## config.mk

```make
export PLATFORM = sky130hd
export DESIGN_NAME = wb_burst_master
export DESIGN_NICKNAME = d
export VERILOG_FILES = /design/src/rtl/wb_burst_master.sv
export SDC_FILE = /design/constraint.sdc
export NUM_CORES = 1
export LEC_CHECK = 0
export ABC_AREA = 1
export CORE_MARGIN = 1.5
export CORE_UTILIZATION = 45
export DETAILED_ROUTE_END_ITERATION = 8
export HOLD_SLACK_MARGIN = 0.12
export PLACE_DENSITY = 0.81
export SLEW_MARGIN = 20
export SYNTH_ARGS = -nofsm -noshare
export SYNTH_HDL_FRONTEND = slang
export SYNTH_SLANG_ARGS = --single-unit
```

## constraint.sdc

```tcl
create_clock -name wb_clk_i -period 15 [get_ports wb_clk_i]
set_input_delay 4.5 -clock wb_clk_i [delete_from_list [all_inputs] [get_ports wb_clk_i]]
set_output_delay 4.5 -clock wb_clk_i [all_outputs]
set_load 0.02 [all_outputs]
```

## src/rtl/wb_burst_master.sv

```systemverilog
// wb_burst_master: Wishbone B3 burst master turning app commands and a write stream into
// classic/incremental bursts, returning read data as a stream, with stalled-ack timeout abort.
module wb_burst_master #(
  parameter int AW      = 26,
  parameter int DW      = 32,
  parameter int TIMEOUT = 1024
) (
  input  logic            wb_clk_i,
  input  logic            wb_rst_i,
  input  logic            cmd_valid,
  output logic            cmd_ready,
  input  logic            cmd_we,
  input  logic [AW-1:0]   cmd_addr,
  input  logic [7:0]      cmd_len,
  input  logic            wr_valid,
  output logic            wr_ready,
  input  logic [DW-1:0]   wr_data,
  output logic            rd_valid,
  output logic [DW-1:0]   rd_data,
  output logic            rd_last,
  output logic            busy,
  output logic            err,
  output logic            wb_cyc_o,
  output logic            wb_stb_o,
  output logic            wb_we_o,
  output logic [AW-1:0]   wb_addr_o,
  output logic [DW/8-1:0] wb_sel_o,
  output logic [DW-1:0]   wb_dat_o,
  output logic [2:0]      wb_cti_o,
  input  logic [DW-1:0]   wb_dat_i,
  input  logic            wb_ack_i
);
  localparam int TW = $clog2(TIMEOUT) + 1;
  localparam int SW = DW / 8;
  typedef enum logic [1:0] {IDLE, WR, RD} state_t;
  state_t state, state_n;
  logic [8:0] beats_left, loads_left;
  logic [TW-1:0] tmo;
  logic hit, stall, abort, last, load, stb_n;
  always_comb begin
    hit       = wb_cyc_o && wb_stb_o && wb_ack_i;
    stall     = wb_stb_o && !wb_ack_i;
    abort     = stall && (tmo == TW'(TIMEOUT - 1));
    last      = hit && (beats_left == 9'd1);
    cmd_ready = state == IDLE;
    wr_ready  = (state == WR) && !wb_stb_o && (loads_left != 9'd0);
    load      = wr_valid && wr_ready;
    state_n   = state;
    stb_n     = wb_stb_o;
    if (state == IDLE) begin
      state_n = cmd_valid ? (cmd_we ? WR : RD) : IDLE;
      stb_n   = cmd_valid && !cmd_we;
    end else if (last || abort) begin
      state_n = IDLE;
      stb_n   = 1'b0;
    end else begin
      stb_n = hit ? (state == RD) : (load ? 1'b1 : wb_stb_o);
    end
  end
  always_ff @(posedge wb_clk_i or posedge wb_rst_i)
    if (wb_rst_i) state <= IDLE;
    else state <= state_n;
  // In WR the strobe doubles as the "data register full" flag.
  always_ff @(posedge wb_clk_i or posedge wb_rst_i) begin
    if (wb_rst_i) begin
      wb_cyc_o   <= 1'b0;
      wb_stb_o   <= 1'b0;
      wb_we_o    <= 1'b0;
      wb_addr_o  <= '0;
      wb_sel_o   <= '0;
      wb_dat_o   <= '0;
      wb_cti_o   <= 3'b000;
      rd_valid   <= 1'b0;
      rd_data    <= '0;
      rd_last    <= 1'b0;
      busy       <= 1'b0;
      err        <= 1'b0;
      beats_left <= '0;
      loads_left <= '0;
      tmo        <= '0;
    end else begin
      wb_stb_o <= stb_n;
      wb_sel_o <= {SW{stb_n}};
      busy     <= state_n != IDLE;
      rd_valid <= hit && (state == RD);
      rd_last  <= last && (state == RD);
      if (hit && (state == RD)) rd_data <= wb_dat_i;
      if (state == IDLE && cmd_valid) begin
        wb_cyc_o   <= 1'b1;
        wb_we_o    <= cmd_we;
        wb_addr_o  <= cmd_addr & ~AW'(3);
        beats_left <= {1'b0, cmd_len} + 9'd1;
        loads_left <= cmd_we ? {1'b0, cmd_len} + 9'd1 : 9'd0;
        wb_cti_o   <= cmd_we ? 3'b000 : ((cmd_len == 8'd0) ? 3'b111 : 3'b010);
        err        <= 1'b0;
        tmo        <= '0;
      end
      if (load) begin
        wb_dat_o   <= wr_data;
        loads_left <= loads_left - 9'd1;
        wb_cti_o   <= (loads_left == 9'd1) ? 3'b111 : 3'b010;
      end
      if (hit) begin
        wb_addr_o  <= wb_addr_o + AW'(4);
        beats_left <= beats_left - 9'd1;
        tmo        <= '0;
        if (state == RD) wb_cti_o <= (beats_left == 9'd2) ? 3'b111 : 3'b010;
      end else if (stall) begin
        tmo <= tmo + TW'(1);
      end
      if (last || abort) begin
        wb_cyc_o <= 1'b0;
        wb_we_o  <= 1'b0;
        wb_cti_o <= 3'b000;
      end
      if (abort) begin
        err <= 1'b1;
        tmo <= '0;
      end
    end
  end
endmodule

```

==> metrics <==
Area contributors post-synth dfrtp_1, nand2_1, nand3_1, inv_1, nor2_1; die width 126 µm; crit path to wr_ready; Clock Sinks 129; Crit Path Category reg2out; Post-Syn Area per Cell 7.58 µm²; Post-synth ARST share 100%; clock root buffer clkbuf_16; post-CTS resize count 0; headroom to the max-slew limit 31.4%; first-pass GRT wire length 29900 µm; P_leak about 4.5 nW; fmax roughly 150 MHz; final setup violation count 0; max cap viols 0; worst reg2reg path endpoint rd_data[4]; cells after synthesis 901; combinational group share of total power 45.5%; Num CTS Buffers 17; Worst-Margin Slew slightly above 1000 ps; synthesized flop and latch total 129; I/O pin count between 200 and 250; post-synth top area share between 40 and 50%; Non-Filler Instances roughly 1300; global placement routability congestion around 0.91; fraction of layout cells with a size suffix above 1 5.95%; Antenna Nets Post-Route 0; pwr/cell area slightly below 200 nW/µm²; HPWL Detailed 12500 µm; Synth area leader dfrtp_1; Distinct cells, synth 42; Fin Setup TNS 0 ps; Starting Density 46.5%; Cell Area, Synth 6830 µm²; met1 Track Usage GR 31.0%; sequential fraction of the synthesis area a little under half; total track usage a little under a quarter; DR pass1 iterations 5; Clock transition at path regs 60 ps; RSZ-0062 raised after global routing false; most frequent cell after synthesis nand2_1; area of the die 15900 µm²; area grow syn2layout 39.4%; Slew Limit Fails 0; hold violation count in the final report 0; minimum clock period 6600 ps; CP startpoint kind flop; met3 Track Usage GR ~5.6%; CTS tree yes; Critical Path End Type primary output; Setup crit start loads_left[0]; Clock Power Share 21.9%; flop2flop setup slack between 10000 and 15000 ps; Post-CTS Hold Fix Bufs 0; Data required, critical path 10500 ps; met2 usage a little under two fifths; Total Wirelength 18200 µm; antenna cell count 0; Post-synth EDFFs 0; CTS max path bufs 2; antenna violations before repair 0; DRC Markers 0; Congestion Overflow GR 0; initial drt markers 386; Sw Ratio 40.6%; Hold WC Path Type reg2reg; Avg Vias per Cell roughly 5.1; P_int around 1.1 mW; number of global-route vias before repair around 6400; Reg2Reg Depth 5; Tot Pwr between 1.5 and 2 mW; number of H-tree levels 4; dominant synthesized flop cell dfrtp_1; Placed Cells 1262; NetSw 765 µW; GRT busiest layer met2; port bufs 205; DR vias 6608; pin count of the biggest net entering global routing 74; Final period util about 44%; r2r startpoint wb_sel_o[0]; Flop pwr share 32.6%; critical path arrival 2100 ps; clk_lat worst skew 420 ps; fin nets about 1200; core region area 14700 µm²; # rows 44; WL per Instance around 14 µm; Post-CTS Setup Bufs 0; clock skew 7.68 ps; synth warn 0; Hold WS 467 ps; DIE HEIGHT 126 µm; status finished, final reports clean; Commonest cells post-synth nand2_1, dfrtp_1, inv_1; crit-path max FO 4; IR drop worst, VDD 0.000127 V
routing by layer:
layer	share of wire (%)	wire length, µm
met5	0	0
met4	3.1	555
met3	6.0	1100
met2	46	8420
met1	45	8090
sequential cells by signal, indices dropped and copies added (netlist names), 2 cells and up:
signal,count
wb_cti_o,3
state,2
rd_data,32
wb_addr_o,24
loads_left,9
wb_dat_o,32
tmo,11
beats_left,9
cells in the final DEF, fill, tap and decap left out, types with 2 or more instances in the layout:
cell type and n:
o22ai_1 8, clkdlybuf4s50_1 205, o21a_1 8, clkbuf_1 2
nand3_1 62, clkinv_4 4, o221ai_1 4, nor2_1 63
o31ai_1 2, nand3b_1 5, inv_4 3, clkbuf_16 17
nor2_2 4, o21ai_1 8, a21oi_1 15, nand4_1 14
nand3_4 2, nor3_1 5, o211ai_1 6, clkbuf_8 2
clkinvlp_4 3, inv_2 9, a22oi_1 2, nor2_4 5
nand2_2 4, conb_1 2, dfrtp_1 129, inv_1 68
nand2_1 386, xnor2_1 2, bufinv_16 2, ha_1 10
a211oi_1 2, o21ai_0 22, xor2_1 10, or2_2 3
cell families (layout without fill, tap and decap cells):
family / after synthesis / count (layout) / share of synthesized area [%]
AND/OR/NAND/NOR: 560 / 560 / 34.9
flip-flops: 129 / 129 / 47.2
buffers and inverters: 110 / 318 / 7.30
AO/OA/AOI/OAI: 79 / 79 / 7.12
XOR/XNOR: 12 / 12 / 1.54
adder cells (fa/ha/maj): 10 / 10 / 1.83
other: 1 / 2 / 0.0549
power by group through the flow:
| stage | registers, mW | clock network, mW | logic (mW) |
|---|---|---|---|
| 2_1_floorplan | 0.739 | 0 | 0.371 |
| 3_3_place_gp | 0.611 | 0 | 0.840 |
| 3_5_place_dp | 0.613 | 0 | 0.855 |
| 4_1_cts | 0.612 | 0.419 | 0.863 |
| 5_1_grt | 0.633 | 0.438 | 0.938 |
| 6_report | 0.614 | 0.413 | 0.858 |
layout make-up:
type | instances | area, µm²
Sequential cell | 129 | 3230
Clock buffer | 21 | 460
Inverter | 80 | 308
Fill cell | 1242 | 5170
Tap cell | 184 | 230
Multi-Input combinational cell | 663 | 3110
Clock inverter | 11 | 131
Timing Repair Buffer | 206 | 2060
critical path, stage by stage, from the launching register on:
cell and delay [ps]:
dfrtp_1 400, inv_1 110, ha_1 220, nand3_2 120
nor2_1 50, nor2_1 130, clkdlybuf4s50_1 660
how the worst min path moves through the flow:
| stage | slack, ps | cells past startpoint | end | from |
|---|---|---|---|---|
| after floorplan | 460 | 2 | loads_left[8] | loads_left[8] |
| final | 470 | 2 | rd_data[14] | rd_data[14] |
| after global placement | 450 | 2 | rd_data[13] | rd_data[13] |
| after CTS | 470 | 2 | rd_data[3] | rd_data[3] |
| after global routing | 490 | 2 | rd_data[31] | rd_data[31] |
| after detailed placement | 460 | 2 | rd_data[3] | rd_data[3] |
per-stage QoR:
stage          cell area, µm²  setup WS, ps  utilization [%]
6_report                 9530          8400             64.8
3_3_place_gp             8940          8080             60.8
3_5_place_dp             8940          8060             60.8
4_1_cts                  9530          8400             64.8
5_1_grt                  9530          8300             64.8
2_1_floorplan            6840          7060                -
Power figures use the tool's default switching activity.
